==> config.mk <==
export PLATFORM = sky130hd
export DESIGN_NAME = wb_stage_flat
export DESIGN_NICKNAME = d
export VERILOG_FILES = /design/src/rtl/wb_stage_if.sv /design/src/rtl/wb_stage.sv /design/src/flat_wrapper.sv
export SDC_FILE = /design/constraint.sdc
export NUM_CORES = 1
export LEC_CHECK = 0
export CAP_MARGIN = 20
export CORE_MARGIN = 2
export CORE_UTILIZATION = 48
export DETAILED_ROUTE_END_ITERATION = 8
export GPL_ROUTABILITY_DRIVEN = 0
export PLACE_DENSITY = 0.86
export SETUP_SLACK_MARGIN = 0.5
export SLEW_MARGIN = 20
export SYNTH_ARGS = -nofsm -noshare
export SYNTH_HDL_FRONTEND = slang
export SYNTH_SLANG_ARGS = --single-unit
==> constraint.sdc <==
create_clock -name CLK -period 2.9 [get_ports CLK]
set_input_delay 0.58 -clock CLK [delete_from_list [all_inputs] [get_ports CLK]]
set_output_delay 0.58 -clock CLK [all_outputs]
set_load 0.01 [all_outputs]
==> src/rtl/wb_stage_if.sv <==
// rtl/wb_stage_if.sv - MEM/WB pipeline inputs and register-file write port of the write-back stage
// Bypass read signals exist only when WB_BYPASS_EN is defined.
interface wb_stage_if #(
    parameter int XLEN = 32
) ();
    logic            M_Valid;
    logic            M_RegWrite;
    logic [1:0]      M_ResultSrc;
    logic [4:0]      M_Rd;
    logic [2:0]      M_Funct3;
    logic [XLEN-1:0] M_ALUResult;
    logic [XLEN-1:0] M_ReadData;
    logic [XLEN-1:0] M_PCPlus4;
    logic            WE;
    logic [4:0]      A3;
    logic [XLEN-1:0] WD;
`ifdef WB_BYPASS_EN
    logic [4:0]      RA1;
    logic [4:0]      RA2;
    logic [XLEN-1:0] RF_RD1;
    logic [XLEN-1:0] RF_RD2;
    logic [XLEN-1:0] RD1_Fwd;
    logic [XLEN-1:0] RD2_Fwd;
`endif

    modport master (
        output M_Valid, M_RegWrite, M_ResultSrc, M_Rd, M_Funct3,
               M_ALUResult, M_ReadData, M_PCPlus4,
`ifdef WB_BYPASS_EN
        output RA1, RA2, RF_RD1, RF_RD2,
        input  RD1_Fwd, RD2_Fwd,
`endif
        input  WE, A3, WD
    );

    modport slave (
        input  M_Valid, M_RegWrite, M_ResultSrc, M_Rd, M_Funct3,
               M_ALUResult, M_ReadData, M_PCPlus4,
`ifdef WB_BYPASS_EN
        input  RA1, RA2, RF_RD1, RF_RD2,
        output RD1_Fwd, RD2_Fwd,
`endif
        output WE, A3, WD
    );
endinterface

==> src/rtl/wb_stage.sv <==
// rtl/wb_stage.sv - RISC-V write-back stage: WB register, load alignment, x0 suppression, retire counter
// Define WB_BYPASS_EN to forward the in-flight write to decode reads.
module wb_stage #(
    parameter int XLEN  = 32,
    parameter int CNT_W = 64
) (
    input  logic             CLK,
    input  logic             Reset,
    input  logic             Stall,
    input  logic             Flush,
    wb_stage_if.slave        wb,
    output logic [CNT_W-1:0] InstRet
);
    logic            valid;
    logic            regwrite;
    logic [1:0]      resultsrc;
    logic [4:0]      rd;
    logic [2:0]      funct3;
    logic [XLEN-1:0] aluresult;
    logic [XLEN-1:0] readdata;
    logic [XLEN-1:0] pcplus4;

    logic [7:0]      byte_sel;
    logic [15:0]     half_sel;
    logic [XLEN-1:0] load_val;
    logic [XLEN-1:0] result;
    logic            we;

    always_ff @(posedge CLK) begin
        if (Reset) begin
            valid     <= 1'b0;
            regwrite  <= 1'b0;
            resultsrc <= 2'b00;
            rd        <= 5'd0;
            funct3    <= 3'b000;
            aluresult <= '0;
            readdata  <= '0;
            pcplus4   <= '0;
            InstRet   <= '0;
        end else begin
            // An instruction retires on the edge that moves it out of WB.
            if (valid && !Stall && !Flush)
                InstRet <= InstRet + CNT_W'(1);
            if (Flush) begin
                valid    <= 1'b0;
                regwrite <= 1'b0;
            end else if (!Stall) begin
                valid     <= wb.M_Valid;
                regwrite  <= wb.M_RegWrite;
                resultsrc <= wb.M_ResultSrc;
                rd        <= wb.M_Rd;
                funct3    <= wb.M_Funct3;
                aluresult <= wb.M_ALUResult;
                readdata  <= wb.M_ReadData;
                pcplus4   <= wb.M_PCPlus4;
            end
        end
    end

    always_comb begin
        byte_sel = readdata[7:0];
        case (aluresult[1:0])
            2'd0:    byte_sel = readdata[7:0];
            2'd1:    byte_sel = readdata[15:8];
            2'd2:    byte_sel = readdata[23:16];
            default: byte_sel = readdata[31:24];
        endcase
        // Halfword/word loads ignore aluresult[0]; misalignment never traps.
        half_sel = aluresult[1] ? readdata[31:16] : readdata[15:0];

        load_val = readdata;
        case (funct3)
            3'b000:  load_val = {{(XLEN-8){byte_sel[7]}}, byte_sel};
            3'b100:  load_val = {{(XLEN-8){1'b0}}, byte_sel};
            3'b001:  load_val = {{(XLEN-16){half_sel[15]}}, half_sel};
            3'b101:  load_val = {{(XLEN-16){1'b0}}, half_sel};
            default: load_val = readdata;
        endcase

        result = aluresult;
        case (resultsrc)
            2'b01:   result = load_val;
            2'b10:   result = pcplus4;
            default: result = aluresult;
        endcase
    end

    assign we    = valid & regwrite & (rd != 5'd0);
    assign wb.WE = we;
    assign wb.A3 = rd;
    assign wb.WD = result;

`ifdef WB_BYPASS_EN
    // rd = 0 already forces we low, so x0 reads never pick up forwarded data.
    assign wb.RD1_Fwd = (we && (wb.RA1 == rd)) ? result : wb.RF_RD1;
    assign wb.RD2_Fwd = (we && (wb.RA2 == rd)) ? result : wb.RF_RD2;
`endif
endmodule

==> src/flat_wrapper.sv <==
// flat-port wrapper written by rule: the top's interface ports become plain ports
module wb_stage_flat 
#(
    parameter int XLEN  = 32,
    parameter int CNT_W = 64
)
  (CLK, Reset, Stall, Flush, InstRet, wb_M_Valid, wb_M_RegWrite, wb_M_ResultSrc, wb_M_Rd, wb_M_Funct3, wb_M_ALUResult, wb_M_ReadData, wb_M_PCPlus4, wb_WE, wb_A3, wb_WD);
  wb_stage_if #(.XLEN(XLEN)) wb_i ();
  input  logic CLK;
  input  logic Reset;
  input  logic Stall;
  input  logic Flush;
  output logic [CNT_W-1:0] InstRet;
  input wire logic [$bits(wb_i.M_Valid)-1:0] wb_M_Valid;
  input wire logic [$bits(wb_i.M_RegWrite)-1:0] wb_M_RegWrite;
  input wire logic [$bits(wb_i.M_ResultSrc)-1:0] wb_M_ResultSrc;
  input wire logic [$bits(wb_i.M_Rd)-1:0] wb_M_Rd;
  input wire logic [$bits(wb_i.M_Funct3)-1:0] wb_M_Funct3;
  input wire logic [$bits(wb_i.M_ALUResult)-1:0] wb_M_ALUResult;
  input wire logic [$bits(wb_i.M_ReadData)-1:0] wb_M_ReadData;
  input wire logic [$bits(wb_i.M_PCPlus4)-1:0] wb_M_PCPlus4;
  output wire logic [$bits(wb_i.WE)-1:0] wb_WE;
  output wire logic [$bits(wb_i.A3)-1:0] wb_A3;
  output wire logic [$bits(wb_i.WD)-1:0] wb_WD;
  assign wb_i.M_Valid = wb_M_Valid;
  assign wb_i.M_RegWrite = wb_M_RegWrite;
  assign wb_i.M_ResultSrc = wb_M_ResultSrc;
  assign wb_i.M_Rd = wb_M_Rd;
  assign wb_i.M_Funct3 = wb_M_Funct3;
  assign wb_i.M_ALUResult = wb_M_ALUResult;
  assign wb_i.M_ReadData = wb_M_ReadData;
  assign wb_i.M_PCPlus4 = wb_M_PCPlus4;
  assign wb_WE = wb_i.WE;
  assign wb_A3 = wb_i.A3;
  assign wb_WD = wb_i.WD;
  wb_stage #(.XLEN(XLEN), .CNT_W(CNT_W)) u_core (.CLK(CLK), .Reset(Reset), .Stall(Stall), .Flush(Flush), .wb(wb_i), .InstRet(InstRet));
endmodule
Yosys cells after proc, flatten, opt, wreduce, memory -nomap -nowiden
Cells that the tools add are included.
W data, S select, Z words.
{"block": "totals", "elab_cells": 34, "in_bits": 112, "reg_bits": 172}
{"block": "op_classes", "eq_ne": 7, "n_reduce_logical": 9, "addsub": 1, "bitwise": 4, "mux": 4}
{"cell": "$pmux W32 S4", "count": 1}
{"cell": "$add A64 B1 Y64 const B", "count": 1}
{"cell": "$pmux W32 S2", "count": 1}
{"cell": "$pmux W8 S3", "count": 1}
{"cell": "$mux W16", "count": 1}
{"cell": "$eq A3 B3 Y1 const B", "count": 2}
{"cell": "$reduce_bool A5 Y1", "count": 1}
{"cell": "$eq A2 B1 Y1 const B", "count": 2}
{"cell": "$eq A2 B2 Y1 const B", "count": 2}
{"cell": "$eq A3 B1 Y1 const B", "count": 1}
{"cell": "$logic_not A3 Y1", "count": 1}
{"cell": "$and A1 B1 Y1", "count": 2}
{"cell": "$logic_and A1 B1 Y1", "count": 2}
{"cell": "$logic_not A1 Y1", "count": 2}
{"cell": "$logic_not A2 Y1", "count": 1}
{"cell": "$not A1 Y1", "count": 2}
{"cell": "$reduce_and A2 Y1", "count": 1}
{"cell": "$reduce_or A2 Y1", "count": 1}

Logic depth before layout (Yosys ltp)
{"block": "logic_depth", "word_depth": 4, "mapped_depth": 8, "mapped_depth_nobuf": 6}

Worst setup path after synthesis
No wires, ideal clock.
{"block": "synth_timing", "path_kind": "input -> register", "startpoint": "in Stall", "endpoint": "reg u_core.InstRet[61]", "slack_ps": 584, "cell_stages": 7, "required_ps": 2830, "setup_ps": 70, "arrival_time_ps": 2246, "n_path_buf": 2, "cell_sequence": "buf_2 > or3b_1 > buf_2 > nor3_4 > nand4_2 > or4_1 > a21oi_1"}
{"block": "synth_between", "elab_chain_len": 3}
{"element": "start: declaration", "line_no": "flat_wrapper.sv:11", "rtl": "input logic Stall;"}
{"element": "$logic_not A1 Y1"}
{"element": "$logic_and A1 B1 Y1 (2 in series)", "line_no": "wb_stage.sv:42", "rtl": "if (valid && !Stall && !Flush)"}
{"element": "end signal: assignment", "line_no": "wb_stage.sv:43", "rtl": "InstRet <= InstRet + CNT_W'(1);"}
{"element": "end: declaration", "line_no": "wb_stage.sv:12", "rtl": "output logic [CNT_W-1:0] InstRet"}
Every way passes these cells.
A chain may end at the register's enable or synchronous reset.

Worst setup path after layout
{"block": "layout_timing", "startpoint": "reg u_core.aluresult[1]", "endpoint": "out wb_WD[19]"}
{"block": "layout_between", "elab_chain_len": 4, "word_cells_on_any_way": 7, "classes_between": "eq/ne (2); mux (4); reduce/logical (1)"}
{"element": "start: declaration", "line_no": "wb_stage.sv:19", "rtl": "logic [XLEN-1:0] aluresult;"}
{"element": "start signal: assignment", "line_no": "wb_stage.sv:53", "rtl": "aluresult <= wb.M_ALUResult;"}
{"element": "$eq A2 B2 Y1 (tied with other cells)", "line_no": "wb_stage.sv:62", "rtl": "case (aluresult[1:0])"}
{"element": "$pmux W8 S3", "line_no": "wb_stage.sv:62"}
{"element": "$pmux W32 S4 *", "line_no": "wb_stage.sv:72", "rtl": "case (funct3)"}
{"element": "$pmux W32 S2 *", "line_no": "wb_stage.sv:81", "rtl": "case (resultsrc)"}
{"element": "end: declaration", "line_no": "flat_wrapper.sv:24", "rtl": "output wire logic [$bits(wb_i.WD)-1:0] wb_WD;"}
Every way passes the cells marked *; elsewhere a longest branch is shown, timed or not.

==> metrics.txt <==
cell mode on critical path=buf_6; Crit path largest cell delay=0.40 ns; type of element capturing the critical path=output pin; largest net degree at the start of global routing=66; power per cell area=476.7 mW/mm^2; GR Util All Layers=30.10%; post-route DRC violation count=0; post-synthesis sequential area ratio=44.25%; Sw Pwr=1.378 mW; multi-input logic area=0.004447 sq mm; TritonCTS Buffers=17; final hold slack=0.4567 ns; vias=8750; initial antenna violation count=5; worst endpoint required time=2.32 ns; FP Rows=46; worst setup margin=0.06688 ns; YS warnings=0; f_max=353.0 MHz; Core ar.=0.01589 sq mm; Commonest cells post-synth=nand2_1 (296), dfxtp_1 (172), a21oi_1 (148); DRT Pass-1 Iters=9; cell count after synthesis=1016; unique cell type count in the Yosys netlist=45; final hold violations=0; post-route insts no fill=1467; Sequential Area=0.003452 sq mm; Sink Count=172; die outline height=131.3 um; skew final=0.009251 ns; Sw Ratio=25.64%; slew margin rel.=66.34%; Ports=214; clock tree buffer depth=2; CTS Hold Bufs=0; CTS tree=built; VDD IR max=467.1 uV; EDFF count, synth=0; max cap viols=0; Buf/Inv on CP=3; Clock Latency Late Sink=0.43 ns; cell family with most CP delay=buffers and inverters; Final min period=2.833 ns; Via density=5.965; setup_tns=0 ns; mapped cell area=0.007781 sq mm; Reg clk slew, reported paths=0.07 ns; hold endpoint=u_core.pcplus4[23]$_SDFFE_PP0P_; most frequent cell after synthesis=nand2_1; number of fill cells=1157; Max Slew Vio Count=0; WL final=27990 um; Reg2Reg Launch Point=u_core.InstRet[25]$_SDFFE_PP0P_; Detail Route Antenna Nets=0; Synth Register Bits=172; chip width=131.3 um; Slowest-stage cell, CP=dfxtp_4; Avg Cell Area, Syn=7.659 sq um; fin crit share=97.69%; status=finished, final reports clean; Final setup viols=0; cells on worst reg2reg path=7; Pint=3.996 mW; port bufs=213; Async SR Flop Fraction=0%; Worst Tran Pin Value=0.5049 ns; Initial Util=48.98%; Die Area=0.01724 sq mm; H-tree levels=4; first-pass GRT wire length=42040 um; synthesized net count=1131; CTS root buf=clkbuf_16; Initial DRC Count=949; Hold WC Path Type=reg -> reg; CP arrival=2.25 ns; Main synth FF type=dfxtp_1; synthesis-to-layout area growth=44.88%; Overflow after GRT=0; startpoint types=register; synth top area cells=dfxtp_1 (44%), nand2_1 (14%), a21oi_1 (9.5%), o221ai_1 (3.5%), nor2_1 (3.1%); number of global-route vias before repair=7994; Reg power frac=46.4%; final net count=1352; crit path kind=reg -> out; Wirelength per Cell=19.08 um; Hold Crit Start=u_core.pcplus4[23]$_SDFFE_PP0P_; Max Fanout on Critical Path=8; clock network power share=41.9%; Yosys top cell area share=44.25%; share of cells above drive strength 1=15.45%; pre-CTS setup slack=-0.01895 ns; Final HPWL DP=17730 um; FF-to-FF End=u_core.InstRet[45]$_SDFFE_PP0P_; Static Leak=4.012 nW; RSZ-0062 raised after global routing=yes; reg2reg setup slack=0.65 ns; Combinational Power Share=11.8%; CP cell instances=mux2_4 > nor3_4 > nor3_1 > o21ai_1 > buf_6 > buf_6 > o221ai_1 > buf_2; hold path cells=2; Inst Count DP=1414; post-synth top area cell=dfxtp_1
-- layer usage --
| metal | GRT usage (%) | up-vias | part of all wire (%) |
|---|---|---|---|
| met1 | 38.24 | 4033 | 38 |
| met2 | 47.46 | 596 | 45 |
| met3 | 8.719 | 149 | 11 |
| li1 | - | 3966 | - |
| met4 | 13.71 | 6 | 5.3 |
| met5 | 0 | - | 0.13 |
-- flip-flops by register name, summed over array words and instances (netlist names) --
register          cells
u_core.InstRet       64
u_core.aluresult     32
u_core.pcplus4       32
u_core.readdata      32
u_core.wb.A3          5
u_core.funct3         3
u_core.resultsrc      2
u_core.regwrite       1
u_core.valid          1
-- worst max path at each step --
stage / startpoint / endpoint / slack [ns] / cells past startpoint
2_1_floorplan: Stall / u_core.InstRet[61]$_SDFFE_PP0P_ / 0.58 / 7
3_3_place_gp: u_core.aluresult[1]$_SDFFE_PP0P_ / wb_WD[15] / 0.05 / 6
3_5_place_dp: u_core.aluresult[1]$_SDFFE_PP0P_ / wb_WD[9] / -0.02 / 6
4_1_cts: u_core.aluresult[1]$_SDFFE_PP0P_ / wb_WD[25] / 0.23 / 8
5_1_grt: u_core.aluresult[0]$_SDFFE_PP0P_ / wb_WD[19] / 0.04 / 9
6_report: u_core.aluresult[1]$_SDFFE_PP0P_ / wb_WD[19] / 0.07 / 8
-- power by group through the flow --
stage          combinational (mW)  sequential, mW  clock, mW
6_report                    0.632            2.49       2.25
5_1_grt                     0.669            2.49       2.35
4_1_cts                     0.581            2.48       2.25
3_5_place_dp                0.557            2.53          0
3_3_place_gp                0.548            2.53          0
2_1_floorplan               0.260            2.52          0
-- logic make-up after synthesis --
| group | share of synthesized area, % |
|---|---|
| AO/OA/AOI/OAI | 16.79 |
| multiplexers | 2.814 |
| buffers and inverters | 3.570 |
| adder cells (fa/ha/maj) | 0.4824 |
| XOR/XNOR | 3.602 |
| AND/OR/NAND/NOR | 28.49 |
| flip-flops | 44.25 |
-- worst reg2reg max path, cell delays in order (launching register included) --
cell	delay (ns)
dfxtp_1	0.43
nand4_1	0.30
nor4_1	0.37
buf_4	0.20
nand4_4	0.17
buf_4	0.23
or3_1	0.35
a21oi_1	0.14
-- per-stage QoR --
step,power [mW],util [%],area [sq um]
after floorplan,2.775,-,7781
after global placement,3.074,64.44,10240
after detailed placement,3.087,64.44,10240
after CTS,5.312,69.35,11020
after global routing,5.516,70.97,11270
final,5.374,70.97,11270
-- cell type report --
class,instances,share of cell area (%)
multi-input cells,772,39.45
flip-flops and latches,172,30.62
repair buffers,264,22.03
clock buffers,17,3.774
well taps,216,2.397
clock inverters,14,1.310
inverters,10,0.3774
diodes,2,0.04440
-- what timing repair did --
| item | CTS | global route |
|---|---|---|
| gates cloned | 1 | 0 |
| setup endpoints to repair | 35 | 53 |
| gates resized for setup | 188 | 33 |
| pin swaps | 15 | 14 |
| buffers inserted | 13 | 6 |
-- cell usage in the layout (no fill, tap or decap), drive strengths merged, types with 4 or more instances in the layout --
master           n
xor2            22
o221ai          31
and2             5
or4              8
or3             25
nand2          296
nand3           25
o31ai            9
buf             83
o21ai           38
clkinv           4
and3             9
xnor2           10
clkdlybuf4s50  179
mux2i            5
nor2            64
nand4           27
inv             10
nor4             5
dfxtp          172
nor3            11
clkbuf          17
clkinvlp         8
a21oi          148
mux2            15
(Power assumes the default switching activity.)
